--- src/rtl/dvp_capture.sv ---
// dvp_capture: oversampled receive stage for a CMOS parallel pixel bus.
// Bytes captured on pixel-clock rising edges are packed into 32-bit words,
// tagged with sof/eol/keep, and queued in a 4-entry fall-through FIFO.
// Line and frame lengths are checked against EXP_PIX / EXP_LINES.
module dvp_capture #(
  parameter int unsigned EXP_PIX   = 100,
  parameter int unsigned EXP_LINES = 10
) (
  input  logic        sys_clk,
  input  logic        sys_rst,
  input  logic        cam_pclk,
  input  logic        cam_fval,
  input  logic        cam_lval,
  input  logic [7:0]  cam_data,
  output logic [31:0] out_data,
  output logic [3:0]  out_keep,
  output logic        out_sof,
  output logic        out_eol,
  output logic        out_valid,
  input  logic        out_ready,
  output logic        frame_done,
  output logic [11:0] stat_pix,
  output logic [11:0] stat_lines,
  output logic        err_line,
  output logic        err_frame,
  output logic        overflow
);

  localparam logic [11:0] LP_EXP_PIX   = 12'(EXP_PIX);
  localparam logic [11:0] LP_EXP_LINES = 12'(EXP_LINES);
  localparam logic [11:0] LP_CNT_MAX   = 12'hFFF;

  typedef enum logic [1:0] {
    ST_WAIT_LOW = 2'd0,
    ST_WAIT_FS  = 2'd1,
    ST_FRAME    = 2'd2,
    ST_LINE     = 2'd3
  } state_t;

  state_t r_state, w_state_nxt;

  // Synchronizers and pclk edge history
  logic       r_pclk_m, r_pclk_s, r_pclk_d;
  logic       r_fval_m, r_fval_s;
  logic       r_lval_m, r_lval_s;
  logic [7:0] r_data_m, r_data_s;
  logic       w_ev;

  // FSM decode
  logic w_capture, w_line_end, w_frame_end, w_sof_arm;

  // Packing
  logic [31:0] r_asm;
  logic [1:0]  r_lane;
  logic [31:0] r_pend_data;
  logic        r_pend_v;
  logic        r_sof_pend;
  logic [31:0] r_tail_data;
  logic [3:0]  r_tail_keep;
  logic        r_tail_v;
  logic [31:0] r_wr_data;
  logic [3:0]  r_wr_keep;
  logic        r_wr_sof;
  logic        r_wr_eol;
  logic        r_wr_v;
  logic [3:0]  w_part_keep;

  // Counters
  logic [11:0] r_pix_cnt, r_line_cnt;
  logic [11:0] w_pix_inc, w_line_inc, w_lines_final;

  // FIFO
  logic [37:0] r_mem [4];
  logic [1:0]  r_wptr, r_rptr;
  logic [2:0]  r_count;
  logic        w_full, w_rd, w_wr;

  // Two-flop synchronizers plus a third pclk stage for edge detection
  always_ff @(posedge sys_clk) begin
    if (sys_rst) begin
      r_pclk_m <= 1'b0; r_pclk_s <= 1'b0; r_pclk_d <= 1'b0;
      r_fval_m <= 1'b0; r_fval_s <= 1'b0;
      r_lval_m <= 1'b0; r_lval_s <= 1'b0;
      r_data_m <= '0;   r_data_s <= '0;
    end else begin
      r_pclk_m <= cam_pclk; r_pclk_s <= r_pclk_m; r_pclk_d <= r_pclk_s;
      r_fval_m <= cam_fval; r_fval_s <= r_fval_m;
      r_lval_m <= cam_lval; r_lval_s <= r_lval_m;
      r_data_m <= cam_data; r_data_s <= r_data_m;
    end
  end

  assign w_ev = r_pclk_s & ~r_pclk_d;

  // FSM state register
  always_ff @(posedge sys_clk) begin
    if (sys_rst) r_state <= ST_WAIT_LOW;
    else         r_state <= w_state_nxt;
  end

  // FSM next state and per-event capture/line/frame decisions
  always_comb begin
    w_state_nxt = r_state;
    w_capture   = 1'b0;
    w_line_end  = 1'b0;
    w_frame_end = 1'b0;
    w_sof_arm   = 1'b0;
    if (w_ev) begin
      case (r_state)
        ST_WAIT_LOW: if (!r_fval_s) w_state_nxt = ST_WAIT_FS;
        ST_WAIT_FS: if (r_fval_s) begin
          w_state_nxt = ST_FRAME;
          w_sof_arm   = 1'b1;
        end
        ST_FRAME: begin
          if (!r_fval_s) begin
            w_frame_end = 1'b1;
            w_state_nxt = ST_WAIT_FS;
          end else if (r_lval_s) begin
            w_capture   = 1'b1;
            w_state_nxt = ST_LINE;
          end
        end
        ST_LINE: begin
          if (!r_fval_s) begin
            w_line_end  = 1'b1;
            w_frame_end = 1'b1;
            w_state_nxt = ST_WAIT_FS;
          end else if (!r_lval_s) begin
            w_line_end  = 1'b1;
            w_state_nxt = ST_FRAME;
          end else begin
            w_capture   = 1'b1;
          end
        end
        default: w_state_nxt = ST_WAIT_LOW;
      endcase
    end
  end

  // Keep mask for a partial word, from the number of lanes filled
  always_comb begin
    w_part_keep = 4'b0000;
    case (r_lane)
      2'd1:    w_part_keep = 4'b0001;
      2'd2:    w_part_keep = 4'b0011;
      2'd3:    w_part_keep = 4'b0111;
      default: w_part_keep = 4'b0000;
    endcase
  end

  // Byte packing, pending word and FIFO write staging.
  // A line end with both a pending and a partial word stages the pending
  // word first and parks the partial in r_tail, written the next cycle.
  always_ff @(posedge sys_clk) begin
    if (sys_rst) begin
      r_asm <= '0; r_lane <= '0;
      r_pend_data <= '0; r_pend_v <= 1'b0; r_sof_pend <= 1'b0;
      r_tail_data <= '0; r_tail_keep <= '0; r_tail_v <= 1'b0;
      r_wr_data <= '0; r_wr_keep <= '0; r_wr_sof <= 1'b0; r_wr_eol <= 1'b0;
      r_wr_v <= 1'b0;
    end else begin
      r_wr_v <= 1'b0;
      if (w_sof_arm) r_sof_pend <= 1'b1;
      if (r_tail_v) begin
        r_wr_data <= r_tail_data; r_wr_keep <= r_tail_keep;
        r_wr_sof  <= 1'b0;        r_wr_eol  <= 1'b1;
        r_wr_v    <= 1'b1;        r_tail_v  <= 1'b0;
      end
      if (w_capture) begin
        if (r_pend_v) begin
          r_wr_data  <= r_pend_data; r_wr_keep <= 4'b1111;
          r_wr_sof   <= r_sof_pend;  r_wr_eol  <= 1'b0;
          r_wr_v     <= 1'b1;        r_sof_pend <= 1'b0;
          r_pend_v   <= 1'b0;
        end
        if (r_lane == 2'd3) begin
          r_pend_data <= {r_data_s, r_asm[23:0]};
          r_pend_v    <= 1'b1;
          r_asm       <= '0;
        end else begin
          r_asm[{r_lane, 3'b000} +: 8] <= r_data_s;
        end
        r_lane <= r_lane + 2'd1;
      end
      if (w_line_end) begin
        if (r_lane != 2'd0) begin
          if (r_pend_v) begin
            r_wr_data   <= r_pend_data; r_wr_keep   <= 4'b1111;
            r_wr_eol    <= 1'b0;
            r_tail_data <= r_asm;       r_tail_keep <= w_part_keep;
            r_tail_v    <= 1'b1;
          end else begin
            r_wr_data <= r_asm;         r_wr_keep <= w_part_keep;
            r_wr_eol  <= 1'b1;
          end
          r_wr_sof   <= r_sof_pend;
          r_wr_v     <= 1'b1;
          r_sof_pend <= 1'b0;
        end else if (r_pend_v) begin
          r_wr_data  <= r_pend_data; r_wr_keep <= 4'b1111;
          r_wr_sof   <= r_sof_pend;  r_wr_eol  <= 1'b1;
          r_wr_v     <= 1'b1;        r_sof_pend <= 1'b0;
        end
        r_pend_v <= 1'b0;
        r_asm    <= '0;
        r_lane   <= '0;
      end
    end
  end

  assign w_pix_inc     = (r_pix_cnt  == LP_CNT_MAX) ? r_pix_cnt  : r_pix_cnt  + 12'd1;
  assign w_line_inc    = (r_line_cnt == LP_CNT_MAX) ? r_line_cnt : r_line_cnt + 12'd1;
  assign w_lines_final = w_line_end ? w_line_inc : r_line_cnt;

  // Saturating byte/line counters, status registers and error pulses
  always_ff @(posedge sys_clk) begin
    if (sys_rst) begin
      r_pix_cnt <= '0; r_line_cnt <= '0;
      stat_pix <= '0; stat_lines <= '0;
      frame_done <= 1'b0; err_line <= 1'b0; err_frame <= 1'b0;
    end else begin
      frame_done <= 1'b0;
      err_line   <= 1'b0;
      err_frame  <= 1'b0;
      if (w_capture) r_pix_cnt <= w_pix_inc;
      if (w_line_end) begin
        stat_pix   <= r_pix_cnt;
        err_line   <= (r_pix_cnt != LP_EXP_PIX);
        r_pix_cnt  <= '0;
        r_line_cnt <= w_line_inc;
      end
      if (w_frame_end) begin
        stat_lines <= w_lines_final;
        frame_done <= 1'b1;
        err_frame  <= (w_lines_final != LP_EXP_LINES);
        r_line_cnt <= '0;
      end
    end
  end

  assign w_full = (r_count == 3'd4);
  assign w_rd   = out_valid & out_ready;
  assign w_wr   = r_wr_v & (~w_full | w_rd);

  // Output FIFO; a write at full is accepted only when a read frees a slot
  always_ff @(posedge sys_clk) begin
    if (sys_rst) begin
      for (int unsigned i = 0; i < 4; i++) r_mem[i] <= '0;
      r_wptr <= '0; r_rptr <= '0; r_count <= '0; overflow <= 1'b0;
    end else begin
      if (w_wr) begin
        r_mem[r_wptr] <= {r_wr_data, r_wr_keep, r_wr_sof, r_wr_eol};
        r_wptr        <= r_wptr + 2'd1;
      end
      if (w_rd) r_rptr <= r_rptr + 2'd1;
      if (w_wr && !w_rd)      r_count <= r_count + 3'd1;
      else if (!w_wr && w_rd) r_count <= r_count - 3'd1;
      if (r_wr_v && !w_wr) overflow <= 1'b1;
    end
  end

  assign out_valid = (r_count != 3'd0);
  assign {out_data, out_keep, out_sof, out_eol} = r_mem[r_rptr];

endmodule

--- config.mk ---
export PLATFORM = sky130hd
export DESIGN_NAME = dvp_capture
export DESIGN_NICKNAME = d
export VERILOG_FILES = /design/src/rtl/dvp_capture.sv
export SDC_FILE = /design/constraint.sdc
export NUM_CORES = 1
export LEC_CHECK = 0
export BUFFER_PORTS_ARGS = -buffer_cell sky130_fd_sc_hd__buf_2
export CAP_MARGIN = 20
export CORE_MARGIN = 8
export CORE_UTILIZATION = 55
export CTS_CLUSTER_SIZE = 40
export DETAILED_ROUTE_END_ITERATION = 8
export GPL_TIMING_DRIVEN = 0
export PLACE_DENSITY = 0.8
export SETUP_SLACK_MARGIN = 0.5
export SLEW_MARGIN = 20
export SYNTH_ARGS = -nofsm -noshare
export SYNTH_HDL_FRONTEND = slang
export SYNTH_SLANG_ARGS = --single-unit
--- constraint.sdc ---
create_clock -name sys_clk -period 3.9 [get_ports sys_clk]
set_clock_uncertainty 0.05 [all_clocks]
set_input_delay 0.78 -clock sys_clk [delete_from_list [all_inputs] [get_ports sys_clk]]
set_output_delay 0.78 -clock sys_clk [all_outputs]
set_load 0.01 [all_outputs]
==> flow_metrics.tcl, run 1 <==
set metrics [dict create \
    rows 62 \
    tns_ps 0 \
    worstRegToRegCells 5 \
    timing.critical_path.buf_inv 3 \
    drive_above_1_share 0.135 \
    synthDominantCellAreaShare 0.286 \
    startpoint_type "flop" \
    cell_chain_critical_path "buf_2, buf_2, mux4_2, buf_2" \
    gp_congestion 0.909 \
    floorplan.die.height_um 187 \
    largest_net_degree_at_the_start_of_global_routing 39 \
    holdPathStages 1 \
    ys_top_cells_by_area "dfxtp_1 (29%), edfxtp_1 (28%), nand2_1 (6.2%)" \
    n_antenna_cell 0 \
    h-tree-depth 2 \
    synthesis.instances 1554 \
    cp_data_required_time_ps 3070 \
    yosysWarningCount 0 \
    worst_setup_path_type "flop to output pin" \
    critical-path-top-cell-by-count "buf_2" \
    critical-path-top-delay-family "buffers and inverters" \
    cts_hold_repair.buffers 0 \
    startpoint_of_the_most_critical_register_to_register_path "r_count[0]" \
    min_period_over_period 0.836 \
    drtAntennaViolNets 0 \
    clk-insertion-delay-late_ps 530 \
    first_iter_violations 1228 \
    hold_path_class "flop to flop" \
    power-per-cell-area_mw_per_mm2 454 \
    critical-path-max-stage-delay_ps 570 \
    p_leak_nw 6.50 \
    final_hold_viol_count 0 \
    viasPerCell 5.81 \
    holdCritStartpoint "r_data_m[1]" \
    max-clock-path-buffers 3 \
    register_area_mm2 0.00915 \
    port-buffer-count 80 \
    io_pins 81 \
    worstPathMaxFanout 10 \
    timing_max_transition_violations_final 0 \
    tritoncts "built" \
    ys.flop_type "dfxtp_1" \
    area_delta_synth_final_pct 13.4 \
    final_util 0.633 \
    dieArea_mm2 0.0349 \
    maxClockFrequency_mhz 307 \
    yosys.area.top_type "dfxtp_1" \
    cts.sink_count 381 \
    cts_root_buf "clkbuf_16" \
    antenna_found_initial 0 \
    vdd.ir_drop.worst_mv 0.286 \
    vias_in_the_first_global_route 11900 \
    detail_route.drc_violations 0 \
    yosysSeqAreaShare 0.571 \
    reg2reg_setup_slack_ps 810 \
    cts-buffers-inserted 38 \
    core_mm2 0.0287 \
    cap_violations 0 \
    gr-total-overflow 0 \
    ys_types 59 \
    dp_hpwl_um 29200 \
    fraction_of_registers_with_async_set_reset 0 \
    finalNetCount 1700 \
    mappedNetlistArea_mm2 0.0160 \
    timing.max_slew.rel_slack 0.274 \
    worst_endpoint_data_arrival_time_ps 2430 \
    final-setup-viol-count 0 \
    globalRouteTotalUtil 0.229 \
    grt_first_pass_wirelength_um 64600 \
    net_count_of_the_mapped_netlist 1578 \
    initial_utilization 0.558 \
    unrepaired_setup_endpoints_after_global_routing "no" \
    die_w_um 187 \
    worstSetupEndpointType "output pin" \
    route.final.wire_length_um 41200 \
    fin_crit_ps 3260 \
    synth.avg_cell_area_um2 10.3 \
    multi_input_comb_area_mm2 0.00628 \
    run_status "finished clean" \
    synth_seq_cells 381 \
    detail_route.wl_per_cell_um 19.8 \
    tightestPinTransition_ps 1090 \
    fillerInstances 2316 \
    via_count 12100 \
    critical_path_cell_with_the_highest_stage_delay "mux4_2" \
    clkSlewWorstSetupHoldPaths_ps 60 \
    critical_r2r_capture "r_mem[0][12]" \
    hold_path_sink "r_data_s[1]" \
    total_power_after_layout_mw 8.26 \
    synth-edff-count 152 \
    dr.pass1.iters 5 \
]
[sequential cells by signal, indices dropped and copies added, names as in the netlist, 4 cells and up, named ones only]
register,cells
r_mem,152
r_asm,32
r_pend_data,32
r_tail_data,32
r_wr_data,32
r_line_cnt,12
r_pix_cnt,12
stat_lines,12
stat_pix,12
r_data_m,8
r_data_s,8
r_wr_keep,4
[area by class of cell]
type,instances,share of cell area
Clock inverter,9,0.00386
Multi-Input combinational cell,1016,0.346
Clock buffer,56,0.0605
Tap cell,384,0.0264
Timing Repair Buffer,82,0.0247
Inverter,50,0.0103
Buffer,107,0.0247
Sequential cell,381,0.504
[synthesized netlist by cell type, types with 4 or more instances]
cell type,number
nand2_1,265
dfxtp_1,229
edfxtp_1,152
a21oi_1,147
nor2_1,141
clkbuf_1,77
inv_1,50
and2_1,41
mux4_2,38
nand2b_1,38
nand3_1,32
a211oi_1,31
nor2b_1,29
o21ai_0,28
mux2i_1,23
mux2_2,21
o31ai_1,21
a221oi_1,19
nor3b_1,16
nor3_1,13
o32ai_1,13
xor2_1,13
buf_1,11
buf_2,11
nand4_1,10
ha_1,9
and3_1,8
or3_1,8
buf_4,7
nor4_1,5
xnor2_1,5
a31oi_1,4
[cells by family (layout without fill, tap and decap cells)]
family          after synthesis  count (layout)  synth area share
mux                          82              82            0.0825
flops                       381             381             0.571
simple gates                627             627             0.182
buf+inv                     157             304            0.0394
fa+ha+maj                    10              10           0.00828
xor+xnor                     18              18           0.00984
compound gates              279             279             0.107
[how the worst max path moves through the flow]
| stage | start | endpoint | slack, ps | cells after the start |
|---|---|---|---|---|
| 2_1_floorplan | out_ready | r_mem[1][0] | 560 | 3 |
| 3_3_place_gp | out_ready | r_mem[2][20] | -940 | 4 |
| 3_5_place_dp | out_ready | r_mem[0][16] | 320 | 6 |
| 4_1_cts | flop | out_data[16] | 510 | 4 |
| 5_1_grt | flop | out_data[29] | 500 | 4 |
| 6_report | flop | out_data[21] | 640 | 4 |
[per-stage QoR]
| step | setup slack (ps) | cell area (um2) | std cells | hold slack [ps] |
|---|---|---|---|---|
| 5_1_grt | 500 | 18200 | 2085 | 400 |
| 2_1_floorplan | 564 | 16000 | 1554 | 364 |
| 6_report | 640 | 18200 | 2085 | 381 |
| 3_5_place_dp | 317 | 17000 | 2020 | 370 |
| 4_1_cts | 506 | 18200 | 2085 | 383 |
| 3_3_place_gp | -935 | 16900 | 2018 | 369 |
[power breakdown]
group	internal [mW]	total (mW)	leakage [nW]	switching, mW
combinational	0.231	0.525	2.51	0.294
clock	2.01	3.47	0.576	1.46
sequential	4.22	4.26	3.42	0.0446
[per-layer routing]
layer	up-vias	GRT usage	routed length, um
met5	-	0	0
met3	72	0.0464	3630
li1	5684	-	-
met2	539	0.384	19800
met1	5816	0.296	16900
met4	0	0.0703	846
[cell usage in the layout (no fill, tap or decap), types with 4 or more instances in the layout]
master,instances
a211oi_1,31
a21oi_1,147
a221oi_1,19
a31oi_1,4
and2_1,41
and3_1,8
buf_1,10
buf_2,91
buf_4,7
clkbuf_1,87
clkbuf_16,39
clkbuf_8,6
clkinv_2,4
dfxtp_1,229
edfxtp_1,152
ha_1,9
inv_1,50
mux2_2,21
mux2i_1,23
mux4_2,38
nand2_1,265
nand2b_1,38
nand3_1,32
nand4_1,10
nor2_1,141
nor2b_1,29
nor3_1,13
nor3b_1,16
nor4_1,4
o21ai_0,28
o31ai_1,21
o32ai_1,13
or3_1,8
xnor2_1,5
xor2_1,13
[timing repair]
action,4_1_cts,5_1_grt
buffers inserted,0,0
gates resized for setup,2,1
endpoints found under the setup margin,20,6
Power figures use the tool's default switching activity.
==> run 2: changes to the inputs <==
clock period = 3.4 ns   (was 3.9 ns; I/O delays follow)
==> flow_metrics.tcl, run 2 (synthesized netlist as in run 1, its figures left out) <==
set metrics [dict create \
    vdd.ir_drop.worst_mv 0.326 \
    gp_congestion 0.909 \
    power-per-cell-area_mw_per_mm2 520 \
    maxClockFrequency_mhz 352 \
    clk-insertion-delay-late_ps 530 \
    total_power_after_layout_mw 9.48 \
    rows 62 \
    first_iter_violations 1227 \
    post-route-worst-setup-slack_ps 561 \
    max-clock-path-buffers 3 \
    cts-buffers-inserted 38 \
    min_period_over_period 0.835 \
    grt_first_pass_wirelength_um 64600 \
    timing_max_transition_violations_final 0 \
    core_mm2 0.0287 \
    timing.max_slew.rel_slack 0.392 \
    floorplan.die.height_um 187 \
    fin_crit_ps 2840 \
    fillerInstances 2307 \
    run_status "finished clean" \
    area_delta_synth_final_pct 13.6 \
    globalRouteTotalUtil 0.229 \
    h-tree-depth 2 \
    most-common-layout-cells "nand2_1 (265), dfxtp_1 (229), edfxtp_1 (152)" \
    worst_endpoint_data_arrival_time_ps 2110 \
    placed_cell_area_mm2 0.0170 \
    vias_in_the_first_global_route 11900 \
    cp_data_required_time_ps 2670 \
    io_pins 81 \
    die_w_um 187 \
    cts_root_buf "clkbuf_16" \
    hold_path_class "input pin to flop" \
    viasPerCell 5.81 \
    clkSlewWorstSetupHoldPaths_ps 60 \
    gr-total-overflow 0 \
    startpoint_type "flop" \
    worstPathMaxFanout 10 \
    n_antenna_cell 0 \
    tightestPinTransition_ps 912 \
    drtAntennaViolNets 0 \
    largest_register_ffs 152 \
    cts.sink_count 381 \
    cap_violations 0 \
    via_count 12100 \
    stdcell_area_mm2 0.0182 \
    tns_ps 0 \
    largest_net_degree_at_the_start_of_global_routing 39 \
    post-place-ws_ps -83.5 \
    top_register "r_mem" \
    port-buffer-count 80 \
    worst_hold_slack_ps 311 \
    dr.pass1.iters 5 \
    worst_setup_path_type "flop to output pin" \
    p_leak_nw 6.53 \
    final-setup-viol-count 0 \
    route.final.wire_length_um 41400 \
    finalNetCount 1701 \
    total_instance_count_after_detailed_placement 2020 \
    detail_route.wl_per_cell_um 19.8 \
    dp_hpwl_um 29200 \
    drive_above_1_share 0.136 \
    tritoncts "built" \
    detail_route.drc_violations 0 \
    unrepaired_setup_endpoints_after_global_routing "no" \
    worstSetupEndpointType "output pin" \
    mostFrequentLayoutCell "nand2_1" \
    final_hold_viol_count 0 \
    dieArea_mm2 0.0349 \
    layoutNonFillerInstCount 2086 \
    antenna_found_initial 0 \
    final_util 0.634 \
    initial_utilization 0.558 \
]
-- run 2: cell type report --
class | count | area, um2 | share of cell area
sequential | 381 | 9150 | 0.502
multi-input combinational | 1017 | 6300 | 0.346
clock buffer | 56 | 1100 | 0.0604
tap | 384 | 480 | 0.0264
buffer | 107 | 474 | 0.0260
timing repair buffer | 82 | 448 | 0.0246
inverter | 50 | 188 | 0.0103
clock inverter | 9 | 70.1 | 0.00385
-- run 2: worst paths after layout --
| kind | from | endpoint | slack, ps | depth (start not counted) |
|---|---|---|---|---|
| worst min-delay path | cam_fval | r_fval_m | 310 | 2 |
| worst max-delay path | flop | out_data[16] | 560 | 4 |
| worst min register to register | r_data_m[1] | r_data_s[1] | 380 | 1 |
| worst max register to register | r_lane[0] | r_tail_data[12] | 770 | 8 |
-- run 2: critical path: stages (launching register included) --
cell and delay [ps]:
dfxtp_1 430, buf_8 210, buf_6 210, mux4_2 560, buf_2 170
-- run 2: layer usage --
layer,track usage,vias up,wire (um)
met5,0,-,0
met4,0.0703,0,898
met2,0.385,536,19800
met3,0.0464,79,3720
met1,0.296,5815,16900
li1,-,5691,-
-- run 2: power breakdown --
group / switching, mW / internal, mW / total (mW)
clock network: 1.66 / 2.31 / 3.97
registers: 0.0521 / 4.84 / 4.89
logic: 0.339 / 0.276 / 0.616
total: 2.06 / 7.42 / 9.48
-- run 2: timing repair --
action / 4_1_cts / 5_1_grt
cloned: 0 / 1
hold buffers: 0 / 0
gates resized for setup: 11 / 5
setup endpoints to repair: 58 / 71
pin swaps: 0 / 0
setup buffers: 0 / 0
==> run 3: changes to the inputs <==
ABC_AREA = 1   (was unset)
PLACE_DENSITY = 0.83   (was 0.8)
clock period = 2.45 ns   (was 3.4 ns; I/O delays follow)
==> flow_metrics.tcl, run 3 <==
set metrics [dict create \
    timing.max_slew.rel_slack 0.483 \
    mappedNetlistArea_mm2 0.0164 \
    yosysSeqAreaShare 0.557 \
    via_count 14900 \
    final_hold_viol_count 0 \
    detail_route.drc_violations 0 \
    timing.critical_path.to "out_data[30]" \
    dieArea_mm2 0.0356 \
    globalRouteTotalUtil 0.263 \
    total_instance_count_after_detailed_placement 2441 \
    ys_types 48 \
    mostFrequentLayoutCell "nor2_1" \
    grt_first_pass_wirelength_um 75200 \
    tns_ps 0 \
    cts.sink_count 381 \
    synthesis.instances 1967 \
    unrepaired_setup_endpoints_after_global_routing "yes" \
    gp_congestion 0.972 \
    worstSetupEndpointType "output pin" \
    worst_setup_path_type "flop to output pin" \
    ys_top_cells_by_count "nor2_1 (363), nand2_1 (284), o21ai_0 (262)" \
    groute.layer.met3.usage 0.0468 \
    hold_path_class "input pin to flop" \
    run_status "finished clean" \
    synth_seq_cells 381 \
    drive_above_1_share 0.196 \
    cts-buffers-inserted 40 \
    dr.pass1.iters 8 \
    drtAntennaViolNets 0 \
    worstPathMaxFanout 6 \
    synthDominantCellAreaShare 0.279 \
    clk-insertion-delay-late_ps 540 \
    yosysWarningCount 0 \
    first_iter_violations 1803 \
    worstRegToRegCells 11 \
    busiest_layer_in_global_routing "met2" \
    antenna_found_initial 1 \
    cts_hold_repair.buffers 0 \
    floorplan.die.height_um 189 \
    max-clock-path-buffers 3 \
    clkSlewWorstSetupHoldPaths_ps 60 \
    startpoint_of_the_most_critical_register_to_register_path "r_count[0]" \
    power-per-cell-area_mw_per_mm2 773 \
    min_period_over_period 0.931 \
    vdd.ir_drop.worst_mv 0.539 \
    startpoint_type "flop" \
    dp_hpwl_um 32000 \
    core_mm2 0.0295 \
    tritoncts "built" \
    vias_in_the_first_global_route 14300 \
    layoutNonFillerInstCount 2538 \
    port-buffer-count 79 \
    route.final.wire_length_um 49300 \
    holdPathStages 3 \
    critical_r2r_capture "r_count[2]" \
    yosys.cell_count.top_type "nor2_1" \
    ys.flop_type "dfxtp_1" \
    p_leak_nw 7.64 \
    global_route.usage.met2 0.447 \
    viasPerCell 5.86 \
    worst_endpoint_data_arrival_time_ps 1740 \
    fraction_of_registers_with_async_set_reset 0 \
    timing_max_transition_violations_final 0 \
    most-common-layout-cells "nor2_1 (320), nand2_1 (279), o21ai_0 (225)" \
    fillerInstances 2205 \
    gr-total-overflow 0 \
    tightestPinTransition_ps 775 \
    top_register "r_mem" \
    cap_violations 0 \
    reg2reg_setup_slack_ps 550 \
    detail_route.wl_per_cell_um 19.4 \
    cp_data_required_time_ps 1910 \
    h-tree-depth 2 \
    net_count_of_the_mapped_netlist 1991 \
    synth-edff-count 152 \
    largest_register_ffs 152 \
    synth.avg_cell_area_um2 8.34 \
    finalNetCount 2141 \
    io_pins 81 \
    fin_crit_ps 2280 \
    yosys.area.top_type "dfxtp_1" \
    ys_top_cells_by_area "dfxtp_1 (28%), edfxtp_1 (28%), nor2_1 (8.3%)" \
    cts_root_buf "clkbuf_16" \
    area_delta_synth_final_pct 21.5 \
    maxClockFrequency_mhz 438 \
    grt_util_met1 0.322 \
    rows 63 \
    final-setup-viol-count 0 \
    largest_net_degree_at_the_start_of_global_routing 23 \
    initial_utilization 0.557 \
    die_w_um 189 \
]
==> run 3: cell families (layout without fill, tap and decap cells) <==
logic type | count (synthesis) | in the layout | share of synthesized area
flops | 381 | 381 | 0.557
buf+inv | 336 | 514 | 0.0816
compound gates | 493 | 493 | 0.165
fa+ha+maj | 10 | 10 | 0.00808
simple gates | 742 | 744 | 0.186
other cells | 0 | 1 | 0
xor+xnor | 5 | 5 | 0.00267
==> run 3: layer usage <==
layer  up-vias  wire length (um)
met1      6981             18600
met5         -                 0
met4         0              2360
li1       6809                 -
met3       190              4970
met2       902             23300
==> run 3: worst max-delay path, stage by stage (launching register included) <==
cell       delay [ps]
dfxtp_4           400
inv_6              60
clkbuf_16         160
clkbuf_8          170
o21ai_2           150
o22ai_2           100
buf_2             150
==> run 3: how the worst min path moves through the flow <==
| stage | slack (ps) | start | endpoint |
|---|---|---|---|
| final | 110 | cam_data[4] | r_data_m[4] |
| after global routing | 110 | cam_data[6] | r_data_m[6] |
| after CTS | 110 | cam_data[6] | r_data_m[6] |
| after detailed placement | 350 | r_fval_m | r_fval_s |
| after global placement | 340 | r_fval_m | r_fval_s |
| after floorplan | 340 | r_data_m[0] | r_data_s[0] |
==> run 3: power by group <==
part,switching (mW),internal [mW],total [mW]
clock network,2.51,3.81,6.32
logic,1.32,0.962,2.28
registers,0.101,6.72,6.82
==> run 3: final cells by class <==
type                            count  area, um2  share of cell area
Antenna cell                        1       2.50            0.000126
Buffer                            121        927              0.0465
Clock buffer                       59       1200              0.0600
Clock inverter                     13        169             0.00847
Inverter                          215        831              0.0417
Multi-Input combinational cell   1252       6430               0.322
Sequential cell                   381       9170               0.460
Tap cell                          390        488              0.0245
Timing Repair Buffer              106        727              0.0365
==> run 3: metrics by stage <==
step | power (mW) | utilization | hold slack [ps] | area, um2 | setup slack, ps
detailed placement | 8.45 | 0.593 | 346 | 17500 | -186
CTS | 15.2 | 0.667 | 112 | 19700 | 216
finish | 15.4 | 0.676 | 112 | 19900 | 168
global route | 15.8 | 0.676 | 113 | 19900 | 61.6
global placement | 8.38 | 0.590 | 341 | 17400 | -598
floorplan | 7.81 | - | 338 | 16500 | 248
==> run 3: timing repair <==
action / in CTS / in global routing
buffers inserted: 7 / 9
endpoints found under the setup margin: 381 / 214
resized for setup: 192 / 115
endpoints found under the hold margin: 0 / 0
pin swaps: 42 / 13
gates cloned: 7 / 1
